`src/rtl/rca_result_collector_if.sv`:
```
// Result-collector bus: adder-side issue/capture signals plus the drain-side valid/ready port.
// The collector uses the slave modport; whoever drives the adder and consumes results uses master.
interface rca_result_collector_if #(
    parameter int WIDTH = 4,
    parameter int DEPTH = 4
);
    localparam int CW = $clog2(DEPTH + 1);

    logic             in_valid;
    logic             issue_ready;
    logic [WIDTH-1:0] Sum;
    logic             Cout;
    logic             out_valid;
    logic             out_ready;
    logic [WIDTH:0]   out_data;
    logic [CW-1:0]    count;
    logic             overflow;

    modport master (
        output in_valid, Sum, Cout, out_ready,
        input  issue_ready, out_valid, out_data, count, overflow
    );

    modport slave (
        input  in_valid, Sum, Cout, out_ready,
        output issue_ready, out_valid, out_data, count, overflow
    );
endinterface

```
`src/rtl/rca_result_collector.sv`:
```
// Tags real issue slots of the pipelined ripple-carry adder, captures {Cout,Sum} as each
// tagged result emerges, and queues it in a small FIFO guarded by a credit-style issue_ready.
module rca_result_collector #(
    parameter int WIDTH   = 4,
    parameter int LATENCY = 3,
    parameter int DEPTH   = 4
) (
    input  logic                  Clock,
    input  logic                  Reset,
    rca_result_collector_if.slave bus
);
    localparam int PW = $clog2(DEPTH);
    localparam int CW = $clog2(DEPTH + 1);
    localparam int SW = $clog2(DEPTH + LATENCY + 1);

    logic [LATENCY-1:0] tag_vld;
    logic [WIDTH:0]     mem [DEPTH];
    logic [PW-1:0]      wr_ptr;
    logic [PW-1:0]      rd_ptr;
    logic [CW-1:0]      count_q;
    logic               overflow_q;

    logic               issue_ready;
    logic               issue_ok;
    logic               capture;
    logic               out_valid;
    logic               pop;
    logic               full;
    logic               wr_en;
    logic               drop_cap;
    logic               drop_issue;
    logic [SW-1:0]      credit_used;

    function automatic logic [SW-1:0] popcount(input logic [LATENCY-1:0] v);
        logic [SW-1:0] n;
        n = '0;
        for (int i = 0; i < LATENCY; i++) begin
            n = n + SW'(v[i]);
        end
        return n;
    endfunction

    // Credit counts queued entries plus tagged results still inside the adder, so every
    // accepted issue is guaranteed a FIFO slot. Only registers feed issue_ready.
    always_comb begin
        credit_used = SW'(count_q) + popcount(tag_vld);
        issue_ready = credit_used < SW'(DEPTH);
        issue_ok    = bus.in_valid & issue_ready;
        drop_issue  = bus.in_valid & ~issue_ready;
        capture     = tag_vld[LATENCY-1];
        out_valid   = count_q != '0;
        pop         = out_valid & bus.out_ready;
        full        = count_q == CW'(DEPTH);
        wr_en       = capture & (~full | pop);
        drop_cap    = capture & full & ~pop;
    end

    always_ff @(posedge Clock or posedge Reset) begin
        if (Reset) begin
            tag_vld    <= '0;
            wr_ptr     <= '0;
            rd_ptr     <= '0;
            count_q    <= '0;
            overflow_q <= 1'b0;
        end else begin
            tag_vld[0] <= issue_ok;
            for (int k = 1; k < LATENCY; k++) begin
                tag_vld[k] <= tag_vld[k-1];
            end
            if (wr_en) wr_ptr <= wr_ptr + 1'b1;
            if (pop)   rd_ptr <= rd_ptr + 1'b1;
            if (wr_en & ~pop)      count_q <= count_q + 1'b1;
            else if (~wr_en & pop) count_q <= count_q - 1'b1;
            if (drop_issue | drop_cap) overflow_q <= 1'b1;
        end
    end

    // Storage is data only; the head is masked while empty so stale entries never show.
    always_ff @(posedge Clock) begin
        if (wr_en) mem[wr_ptr] <= {bus.Cout, bus.Sum};
    end

    assign bus.issue_ready = issue_ready;
    assign bus.out_valid   = out_valid;
    assign bus.out_data    = out_valid ? mem[rd_ptr] : '0;
    assign bus.count       = count_q;
    assign bus.overflow    = overflow_q;
endmodule
```
`src/flat_wrapper.sv`:
```
// flat-port wrapper written by rule: the top's interface ports become plain ports
module rca_result_collector_flat 
#(
    parameter int WIDTH   = 4,
    parameter int LATENCY = 3,
    parameter int DEPTH   = 4
)
  (Clock, Reset, bus_in_valid, bus_Sum, bus_Cout, bus_out_ready, bus_issue_ready, bus_out_valid, bus_out_data, bus_count, bus_overflow);
  rca_result_collector_if #(.WIDTH(WIDTH), .DEPTH(DEPTH)) bus_i ();
  input  logic Clock;
  input  logic Reset;
  input wire logic [$bits(bus_i.in_valid)-1:0] bus_in_valid;
  input wire logic [$bits(bus_i.Sum)-1:0] bus_Sum;
  input wire logic [$bits(bus_i.Cout)-1:0] bus_Cout;
  input wire logic [$bits(bus_i.out_ready)-1:0] bus_out_ready;
  output wire logic [$bits(bus_i.issue_ready)-1:0] bus_issue_ready;
  output wire logic [$bits(bus_i.out_valid)-1:0] bus_out_valid;
  output wire logic [$bits(bus_i.out_data)-1:0] bus_out_data;
  output wire logic [$bits(bus_i.count)-1:0] bus_count;
  output wire logic [$bits(bus_i.overflow)-1:0] bus_overflow;
  assign bus_i.in_valid = bus_in_valid;
  assign bus_i.Sum = bus_Sum;
  assign bus_i.Cout = bus_Cout;
  assign bus_i.out_ready = bus_out_ready;
  assign bus_issue_ready = bus_i.issue_ready;
  assign bus_out_valid = bus_i.out_valid;
  assign bus_out_data = bus_i.out_data;
  assign bus_count = bus_i.count;
  assign bus_overflow = bus_i.overflow;
  rca_result_collector #(.WIDTH(WIDTH), .LATENCY(LATENCY), .DEPTH(DEPTH)) u_core (.Clock(Clock), .Reset(Reset), .bus(bus_i));
endmodule
```
`config.mk`:
```
export PLATFORM = sky130hd
export DESIGN_NAME = rca_result_collector_flat
export DESIGN_NICKNAME = d
export VERILOG_FILES = /design/src/rtl/rca_result_collector_if.sv /design/src/rtl/rca_result_collector.sv /design/src/flat_wrapper.sv
export SDC_FILE = /design/constraint.sdc
export NUM_CORES = 1
export LEC_CHECK = 0
export CAP_MARGIN = 20
export CORE_UTILIZATION = 46
export CTS_CLUSTER_SIZE = 30
export DETAILED_ROUTE_END_ITERATION = 7
export GPL_ROUTABILITY_DRIVEN = 1
export PLACE_DENSITY = 0.74
export RECOVER_POWER = 25
export SYNTH_ARGS = -nofsm -noshare
export SYNTH_HDL_FRONTEND = slang
export SYNTH_SLANG_ARGS = --single-unit
export TNS_END_PERCENT = 50
```
`constraint.sdc`:
```
create_clock -name Clock -period 6.3 [get_ports Clock]
set_clock_uncertainty 0.05 [all_clocks]
set_input_delay 1.26 -clock Clock [delete_from_list [all_inputs] [get_ports Clock]]
set_output_delay 1.26 -clock Clock [all_outputs]
set_load 0.02 [all_outputs]
```
Word-level counts from Yosys, hierarchy flattened
Memory sizes are Yosys's and may differ from the RTL's.
Cells that the tools add are included.

storage, ports and cells
  flip-flop bits (word level) = 11
  latch bits = 0
  RAM bits = 20
  ROM bits = 0
  input bits = 9
  output and inout bits = 11
  logic and storage cells = 36
  memories kept = 1

cells by class
  add/subtract/negate cells = 7
  multipliers = 0
  divide/modulo/power cells = 0
  $lt $le $gt $ge = 1
  equality and inequality tests = 1
  shift-type cells = 0
  muxes and demuxes = 5
  bitwise logic cells = 14
  reductions and logical operators = 2

memories
  name        words  width  rd ports  clocked after memory_dff  write ports  RTL line                    RTL
  u_core.mem  4      5      1         0                         1            rca_result_collector.sv:17  logic [WIDTH:0] mem [DEPTH];

operator list
  operator                                           count
  bitwise AND 1 bit                                  8
  two-way mux 3 bit                                  2
  two-way mux 5 bit                                  1
  adder 2 x 1 -> 2 bit, second input constant        2
  NOT 1 bit                                          4
  adder 3 x 1 -> 3 bit                               1
  adder 3 x 1 -> 3 bit, second input constant        1
  adder 3 bit                                        1
  equality test 3 bit, second input constant         1
  less-than comparator 3 bit, second input constant  1
  nonzero test 3 bit                                 1
  subtractor 3 x 1 -> 3 bit, second input constant   1
  adder 1 x 1 -> 2 bit                               1
  two-way mux 1 bit                                  2
  bitwise OR 1 bit                                   2
  nonzero test 2 bit                                 1

Longest topological paths before layout
Gate-level depths: netlist (run 1).

  depth in word-level cells = 8
  mapped depth = 9
  depth with buffers taken out = 8

Worst setup path after synthesis (run 1)
OpenSTA, ideal clock, no wires.

  path kind = reg-to-output
  start point = reg u_core.tag_vld[0]
  end point = out bus_issue_ready
  arrival time = 1.601 ns
  required time = 4.990 ns
  path slack = 3.389 ns
  cell stages (with the launch flop) = 6
  path buffers = 0
  path through = dfrtp_1 -> ha_1 -> ha_1 -> and3_1 -> or3_1 -> nand2_1

between the ends
  word-level cells in the longest chain between the ends = 4

RTL lines
  item                              RTL line                    RTL
  start: declaration                rca_result_collector.sv:16  logic [LATENCY-1:0] tag_vld;
  start signal: assignment          rca_result_collector.sv:66  tag_vld[0] <= issue_ok;
  start signal: indexed assignment  rca_result_collector.sv:68  tag_vld[k] <= tag_vld[k-1];
  adder 1 x 1 -> 2 bit              rca_result_collector.sv:38  n = n + SW'(v[i]);
  adder 3 x 1 -> 3 bit              rca_result_collector.sv:38
  adder 3 bit                       rca_result_collector.sv:46  credit_used = SW'(count_q) + popcount(tag_vld);
  less-than comparator 3 bit        rca_result_collector.sv:47  issue_ready = credit_used < SW'(DEPTH);
  end: declaration                  flat_wrapper.sv:16          output wire logic [$bits(bus_i.issue_ready)-1:0] bus_issue_ready;

Every way passes these cells.

Worst setup path in the final report (run 1)
Same ends and word-level chain as after synthesis.

==> results.json, run 1 <==
{
  "dieWidth_microns": 56.87,
  "drive_gt1_share_pct": 15.89,
  "cts_tree": "built",
  "async_flop_share_pct": 35.48,
  "slew-limit-headroom_pct": 66.26,
  "place_inst": 130,
  "final.setup.tns_ns": 0,
  "fin_nets": 124,
  "synth_edf_count": 20,
  "p_per_area_mw_per_mm2": 492.1,
  "synthesis.nets": 102,
  "synth_top_area_share_pct": 43.36,
  "drt_iter0_markers": 19,
  "path_class": "flop to primary output",
  "globalplace.congestion": 0.6630,
  "antennaDiodeCount": 0,
  "grt_max_degree": 12,
  "p_leak_nw": 0.6592,
  "cp_max_fo": 3,
  "cts_resized": 0,
  "pin_count": 20,
  "drv_cap": 0,
  "ys_types": 25,
  "post_drt_via_cell_ratio": 5.384,
  "std_cell_rows": 19,
  "yosys_warnings": 0,
  "crit_path_end_kind": "primary output",
  "layoutNonFillerInstCount": 138,
  "grtUsageTotal_pct": 16.86,
  "post-route-drc-count": 4,
  "grt_pass1_wl_mm": 3.767,
  "dieArea_sq_mm": 0.003234,
  "first_pass_iters": 6,
  "post-route-period-util_pct": 60.46,
  "violations": "DRC",
  "cts-buffers-inserted": 5,
  "syn_area_per_cell_sq_um": 16.49,
  "setup_violations": 0,
  "placed_area_sq_mm": 0.001589,
  "clk_latency_ns": 0.33,
  "wl_per_cell_microns": 15.92,
  "hp-class": "flop to flop",
  "path_clk_slew_ns": 0.10,
  "rsz0062_at_grt": "no",
  "gr-total-overflow": 0,
  "grt_pass1_vias": 762,
  "numClockSinks": 31,
  "place_hpwl_mm": 1.665,
  "drv_slew": 0,
  "synth_ff_type": "edfxtp_1",
  "arrival_ns": 2.50,
  "yosysTopAreaCell": "edfxtp_1",
  "required_ns": 4.99,
  "area_growth_pct": 20.60,
  "post_cts_buffers": 0,
  "synth_most_common_cell": "edfxtp_1",
  "peakVddDrop_mv": 0.2711,
  "period_minus_slack_ns": 3.809,
  "crit_path_start_kind": "flop",
  "fmax_ghz": 0.2625,
  "antenna_found_initial": 0,
  "hold_buffers": 0,
  "syn_area_sq_mm": 0.001385,
  "yosysSeqAreaShare_pct": 63.23,
  "clock_path_buffers": 2,
  "start_util_pct": 49.38,
  "drt_wl_total_mm": 2.197,
  "status": "finished with violations",
  "ant_nets": 0,
  "design_area_sq_mm": 0.001670,
  "whs_ns": 0.3323,
  "design.core.area_sq_mm": 0.002805,
  "vias": 743,
  "syn_inst": 84,
  "hold_viol_final": 0,
  "cts-root-buf": "clkbuf_4",
  "htreeDepth": 2,
  "port_buffers": 19,
  "ys_seq_elements": 31,
  "tightest_slew_ns": 0.5050,
  "synth_area_leaders": "edfxtp_1, dfrtp_1, mux4_2",
  "synth_common_cells": "edfxtp_1, dfrtp_1, and2_1",
  "die-height_microns": 56.87
}
## path summary, 6_finish.rpt
| kind | to | slack (ns) | start | cells after the start |
|---|---|---|---|---|
| max in group asynchronous | u_core.tag_vld[0] | 4.62 | Reset | 2 |
| hold / removal | u_core.tag_vld[1] | 0.33 | u_core.tag_vld[0] | 0 |
| setup reg to reg | u_core.bus.count[2] | 3.92 | u_core.bus.count[0] | 8 |
| setup / recovery | bus_issue_ready | 2.49 | u_core.tag_vld[0] | 6 |
| min in group asynchronous | u_core.rd_ptr[1] | 1.29 | Reset | 2 |
| hold reg to reg | u_core.tag_vld[1] | 0.33 | u_core.tag_vld[0] | 0 |
## state kept, by name (all words and copies together), names as in the netlist
name and cells:
u_core.bus.overflow 1, u_core.bus.count 3, u_core.wr_ptr 2, u_core.tag_vld 3, u_core.rd_ptr 2, u_core.mem 20
## area by class of cell
type | instances | area [sq um]
Clock inverter | 1 | 5.005
Sequential cell | 31 | 875.8
Fill cell | 233 | 1135
Multi-Input combinational cell | 45 | 469.2
Inverter | 4 | 15.01
Clock buffer | 7 | 76.32
Tap cell | 31 | 38.79
Timing Repair Buffer | 19 | 190.2
## power by group
group | internal [W] | switching [W] | leakage (nW)
Sequential | 0.000270 | 0.0000591 | 0.311
Combinational | 0.000190 | 0.000159 | 0.302
Clock | 0.0000778 | 0.0000665 | 0.0464
Total | 0.000538 | 0.000284 | 0.659
## worst max-delay path, stage by stage (launching register included)
cell and delay, ns:
dfrtp_1 0.39, ha_1 0.29, ha_1 0.26, and3_1 0.17
or3_1 0.38, nand2_1 0.08, clkdlybuf4s50_1 0.60
## kinds of logic after synthesis
| group | after synthesis | synth area share (%) |
|---|---|---|
| compound gates | 5 | 2.619 |
| simple gates | 18 | 8.762 |
| buf+inv | 8 | 2.890 |
| xor+xnor | 6 | 3.794 |
| fa+ha+maj | 9 | 8.672 |
| flops | 31 | 63.23 |
| mux | 7 | 10.03 |
## per-layer routing
layer | share of wire, % | global-route usage (%) | wire [microns]
met3 | 4.9 | 6.912 | 108
met1 | 44 | 20.90 | 971
met5 | 0 | 0 | 0
met2 | 48 | 25.51 | 1054
met4 | 2.8 | 8.362 | 62
## cell usage in the layout, fill, tap and decap left out, types with 3 or more instances in the layout
cell type,n
and2_1,9
clkbuf_4,5
clkdlybuf4s50_1,16
dfrtp_1,11
dlygate4sd3_1,3
edfxtp_1,20
ha_1,8
inv_1,4
mux4_2,5
xnor2_1,4
## metrics by stage
step	util (%)	worst slack [ns]	power [W]
final	59.55	2.491	0.0008221
after global placement	56.65	2.731	0.0006717
after global routing	59.55	2.365	0.0008791
after CTS	59.55	2.461	0.0008349
after floorplan	-	3.389	0.0005594
after detailed placement	56.65	2.676	0.0006888
Note: power is estimated with default switching activity, not from simulation.
==> run 2: changes to the inputs <==
--- a/config.mk
+++ b/config.mk
@@ -10,7 +10,7 @@
 export CTS_CLUSTER_SIZE = 30
 export DETAILED_ROUTE_END_ITERATION = 7
 export GPL_ROUTABILITY_DRIVEN = 1
-export PLACE_DENSITY = 0.74
+export PLACE_DENSITY = 0.77
 export RECOVER_POWER = 25
 export SYNTH_ARGS = -nofsm -noshare
 export SYNTH_HDL_FRONTEND = slang
==> constraint.sdc (replaced) <==
create_clock -name Clock -period 3.5 [get_ports Clock]
set_clock_uncertainty 0.05 [all_clocks]
set_input_delay 0.7 -clock Clock [delete_from_list [all_inputs] [get_ports Clock]]
set_output_delay 0.7 -clock Clock [all_outputs]
set_load 0.02 [all_outputs]
==> run 2 against run 1 <==
Compared with the run above: the run still ends with DRC left; via count rose by 0.13%; global-route usage rose by 0.050 points; sequential share of layout area rose by 1.0 points; combinational power rose by 84%; worst setup slack got worse by 2.3 ns; utilization fell by 1.1 points; non-clock buffer count did not move; final area fell by 1.9%; largest cell class unchanged.
==> results.json, run 2 (synthesis gave the netlist of run 1 again) <==
{
  "status": "finished with violations",
  "violations": "DRC",
  "period_minus_slack_ns": 3.273,
  "hp-class": "flop to flop",
  "cp_top_family": "simple AND/OR/NAND/NOR gates",
  "layout_common_cells": "edfxtp_1, clkdlybuf4s50_1, dfrtp_1",
  "path_clk_slew_ns": 0.08,
  "drt_iter0_markers": 23,
  "area_growth_pct": 18.34,
  "worst-path-buf-inv": 1,
  "rsz0062_at_grt": "no",
  "layoutNonFillerInstCount": 138,
  "hold_viol_final": 0,
  "globalplace.congestion": 0.7911,
  "place_hpwl_mm": 1.650,
  "ant_nets": 0,
  "timing.rr.end": "u_core.bus.count[2]",
  "clk_latency_ns": 0.31,
  "tightest_slew_ns": 0.4850,
  "cts_tree": "built",
  "hold_buffers": 0,
  "required_ns": 2.75,
  "crit_path_start_kind": "flop",
  "grt_max_degree": 12,
  "clock_path_buffers": 2,
  "cp_slowest_stage_delay_ns": 0.60,
  "crit_path_top_delay_cell": "clkdlybuf4s50_1",
  "cp_common_cell": "ha_1",
  "pin_count": 20,
  "vias": 744,
  "design.core.area_sq_mm": 0.002805,
  "start_util_pct": 49.38,
  "final.setup.tns_ns": 0,
  "grt_pass1_vias": 772,
  "slew-limit-headroom_pct": 67.60,
  "cts-root-buf": "clkbuf_4",
  "hold_path_end": "u_core.tag_vld[1]",
  "largest-register": "u_core.mem",
  "ff2ff_path_depth": 8,
  "post_drt_via_cell_ratio": 5.391,
  "hold_depth": 0,
  "fin_nets": 124,
  "crit_path_end_kind": "primary output",
  "cts-buffers-inserted": 5,
  "r2r_start": "u_core.bus.count[0]",
  "place_inst": 130,
  "htreeDepth": 2,
  "peakVddDrop_mv": 0.3355,
  "cp_max_fo": 3,
  "worstPathCellList": "ha_1 -> ha_1 -> and3_1 -> or3_1 -> nand2_1 -> clkdlybuf4s50_1",
  "port_buffers": 19,
  "die-height_microns": 56.87,
  "dieArea_sq_mm": 0.003234,
  "post-route-drc-count": 4,
  "drive_gt1_share_pct": 14.02,
  "largest_reg_flops": 20,
  "dieWidth_microns": 56.87,
  "hold_start": "u_core.tag_vld[0]",
  "post-route-period-util_pct": 93.52,
  "gr-total-overflow": 0,
  "path_class": "flop to primary output",
  "fmax_ghz": 0.3055,
  "r2r_setup_slack_ns": 1.17,
  "p_per_area_mw_per_mm2": 864.9,
  "antenna_found_initial": 0,
  "std_cell_rows": 19,
  "drt_wl_total_mm": 2.199,
  "grtUsageTotal_pct": 16.91,
  "cts_resized": 0,
  "crit_start": "u_core.tag_vld[1]",
  "layout_commonest_cell": "edfxtp_1",
  "p_leak_nw": 0.6421,
  "drv_cap": 0,
  "post_cts_buffers": 0,
  "setup_violations": 0,
  "drv_slew": 0,
  "antennaDiodeCount": 0,
  "wl_per_cell_microns": 15.93,
  "arrival_ns": 2.52,
  "first_pass_iters": 6,
  "grt_pass1_wl_mm": 3.801,
  "numClockSinks": 31
}
run 2: how the worst max path moves through the flow:
| stage | end | slack, ns | cells past startpoint |
|---|---|---|---|
| floorplan | bus_issue_ready | 1.15 | 5 |
| global placement | u_core.bus.count[2] | 0.52 | 9 |
| detailed placement | u_core.bus.count[2] | 0.52 | 9 |
| CTS | bus_issue_ready | 0.22 | 6 |
| global route | bus_issue_ready | 0.12 | 6 |
| finish | bus_issue_ready | 0.23 | 6 |
run 2: layout make-up:
cell class / count / area, sq um
sequential: 31 / 875.8
multi-input combinational: 45 / 469.2
timing repair buffer: 19 / 190.2
fill: 212 / 1166
inverter: 4 / 15.01
clock buffer: 7 / 45.04
clock inverter: 1 / 5.005
tap: 31 / 38.79
run 2: metrics by stage:
stage          area, sq um  setup slack (ns)  utilization, %  hold slack, ns  total power, W
5_1_grt               1639            0.1243           58.43          0.3578        0.001516
3_5_place_dp          1589            0.5152           56.65          0.3248        0.001246
3_3_place_gp          1589            0.5179           56.65          0.3110        0.001206
2_1_floorplan         1385             1.149               -          0.3074        0.001007
6_report              1639            0.2268           58.43          0.3356        0.001418
4_1_cts               1639            0.2173           58.43          0.3361        0.001431
run 2: where the power goes:
| group | internal (W) | total (W) | leakage [nW] | switching, W |
|---|---|---|---|---|
| registers | 0.000486 | 0.000592 | 0.311 | 0.000106 |
| logic | 0.000344 | 0.000641 | 0.302 | 0.000296 |
| clock network | 0.0000781 | 0.000185 | 0.0293 | 0.000107 |
| total | 0.000909 | 0.00142 | 0.642 | 0.000509 |
run 2: worst reg2reg max path, cell delays in order, from the launching register on:
cell and delay (ns):
dfrtp_1 0.49, or3_1 0.53, nand2_1 0.17, ha_1 0.19, inv_1 0.06, fa_1 0.37, xor2_1 0.15, nor2_1 0.11
xor2_1 0.15
run 2: routing by layer:
| metal | vias to the layer above | share of wire [%] | GRT usage, % |
|---|---|---|---|
| li1 | 344 | - | - |
| met1 | 368 | 41 | 21.09 |
| met3 | 9 | 5.1 | 5.530 |
| met2 | 23 | 50 | 25.51 |
| met5 | - | 0 | 0 |
| met4 | 0 | 3.5 | 10.45 |
==> run 3: changes to the inputs <==
--- a/config.mk
+++ b/config.mk
@@ -10,7 +10,7 @@
 export CTS_CLUSTER_SIZE = 30
 export DETAILED_ROUTE_END_ITERATION = 7
 export GPL_ROUTABILITY_DRIVEN = 1
-export PLACE_DENSITY = 0.77
+export PLACE_DENSITY_LB_ADDON = 0.05
 export RECOVER_POWER = 25
 export SYNTH_ARGS = -nofsm -noshare
 export SYNTH_HDL_FRONTEND = slang
==> run 3 against run 2 <==
Compared with the run above: routed wire length shrank 3.0%; the run still ends with DRC left; sequential cell count stayed put; non-clock buffer count grew 1; critical endpoint unchanged; count of clock-buffer cells in the layout fell by 2; worst setup slack got worse by 0.018 ns.
==> results.json, run 3 (synthesis gave the netlist of run 1 again) <==
{
  "fmax_ghz": 0.3039,
  "path_class": "flop to primary output",
  "grtUsageTotal_pct": 16.29,
  "post-route-period-util_pct": 94.03,
  "clk_latency_ns": 0.32,
  "layoutNonFillerInstCount": 139,
  "area_growth_pct": 20.78,
  "p_total_w": 0.001493,
  "status": "finished with violations",
  "start_util_pct": 49.38,
  "hold_buffers": 0,
  "grt_max_degree": 12,
  "cts_tree": "built",
  "antennaDiodeCount": 0,
  "rsz0062_at_grt": "no",
  "place_ws_ns": 0.5756,
  "hold_depth": 0,
  "clock_path_buffers": 2,
  "largest_reg_flops": 20,
  "crit_path_end_kind": "primary output",
  "std_cell_rows": 19,
  "ff2ff_path_depth": 8,
  "slew-limit-headroom_pct": 71.90,
  "cts_resized": 0,
  "globalplace.congestion": 0.6833,
  "antenna_found_initial": 0,
  "period_minus_slack_ns": 3.291,
  "setup_violations": 0,
  "numClockSinks": 31,
  "pin_count": 20,
  "die-height_microns": 56.87,
  "drv_slew": 0,
  "largest-register": "u_core.mem",
  "peakVddDrop_mv": 0.4763,
  "cp_max_fo": 3,
  "drv_cap": 0,
  "htreeDepth": 2,
  "drt_iter0_markers": 15,
  "placed_area_sq_mm": 0.001597,
  "fin_nets": 125,
  "post-route-drc-count": 3,
  "post_cts_buffers": 0,
  "drt_wl_total_mm": 2.134,
  "design_area_sq_mm": 0.001673,
  "violations": "DRC",
  "hold_viol_final": 0,
  "dieWidth_microns": 56.87,
  "grt_pass1_vias": 719,
  "crit_path_start_kind": "flop",
  "cts-buffers-inserted": 5,
  "cts-root-buf": "clkbuf_4",
  "gr-total-overflow": 0,
  "post_drt_via_cell_ratio": 5.252,
  "drive_gt1_share_pct": 15.74,
  "path_clk_slew_ns": 0.09,
  "fillCellCount": 228,
  "port_buffers": 19,
  "setup_slack_ns": 0.2090,
  "place_hpwl_mm": 1.594,
  "p_per_area_mw_per_mm2": 892.8,
  "vias": 730,
  "ant_nets": 0,
  "grt_pass1_wl_mm": 3.663,
  "design.core.area_sq_mm": 0.002805,
  "hp-class": "flop to flop",
  "arrival_ns": 2.54,
  "layout_commonest_cell": "edfxtp_1",
  "p_leak_nw": 0.6606,
  "tightest_slew_ns": 0.4210,
  "final.setup.tns_ns": 0,
  "wl_per_cell_microns": 15.35,
  "place_inst": 131,
  "required_ns": 2.75,
  "layout_common_cells": "edfxtp_1, clkdlybuf4s50_1, dfrtp_1",
  "first_pass_iters": 6,
  "dieArea_sq_mm": 0.003234
}
[run 3: path summary, 6_finish.rpt]
kind	startpoint	end	slack, ns
min reg2reg	u_core.tag_vld[1]	u_core.tag_vld[2]	0.34
max	u_core.tag_vld[0]	bus_issue_ready	0.21
min in group asynchronous	Reset	u_core.wr_ptr[0]	0.75
max reg2reg	u_core.bus.count[0]	u_core.bus.count[2]	1.16
min	u_core.tag_vld[1]	u_core.tag_vld[2]	0.34
max in group asynchronous	Reset	u_core.rd_ptr[1]	2.36
[run 3: area by class of cell]
cell class	instances	area (sq um)	area share [%]
clock buffer	5	37.54	2.244
clock inverter	3	38.79	2.319
inverter	4	15.01	0.8975
multi-input combinational	45	469.2	28.05
sequential	31	875.8	52.36
tap	31	38.79	2.319
timing repair buffer	20	197.7	11.82
[run 3: per-layer routing]
| layer | global-route usage (%) | part of all wire [%] | up-vias |
|---|---|---|---|
| met5 | 0 | 0 | - |
| li1 | - | - | 347 |
| met4 | 8.362 | 1.4 | 0 |
| met2 | 23.30 | 45 | 15 |
| met3 | 5.069 | 4.0 | 4 |
| met1 | 22.34 | 50 | 364 |
[run 3: worst max-delay path, cell delays in order, from the launching register on]
cell	delay, ns
dfrtp_1	0.40
ha_1	0.30
ha_1	0.27
and3_1	0.17
or3_1	0.40
nand2_1	0.09
clkdlybuf4s50_1	0.60
[run 3: through the flow]
step / utilization, % / hold slack (ns)
4_1_cts: 59.63 / 0.3457
6_report: 59.63 / 0.3437
5_1_grt: 59.63 / 0.3666
2_1_floorplan: - / 0.3074
3_5_place_dp: 56.91 / 0.3237
3_3_place_gp: 56.91 / 0.3155
[run 3: power by group]
group          leakage [nW]  internal (W)  switching (W)  total (W)
clock network        0.0426      0.000147       0.000117   0.000264
logic                 0.307      0.000348       0.000288   0.000636
registers             0.311      0.000486       0.000107   0.000593
total                 0.661      0.000981       0.000512    0.00149
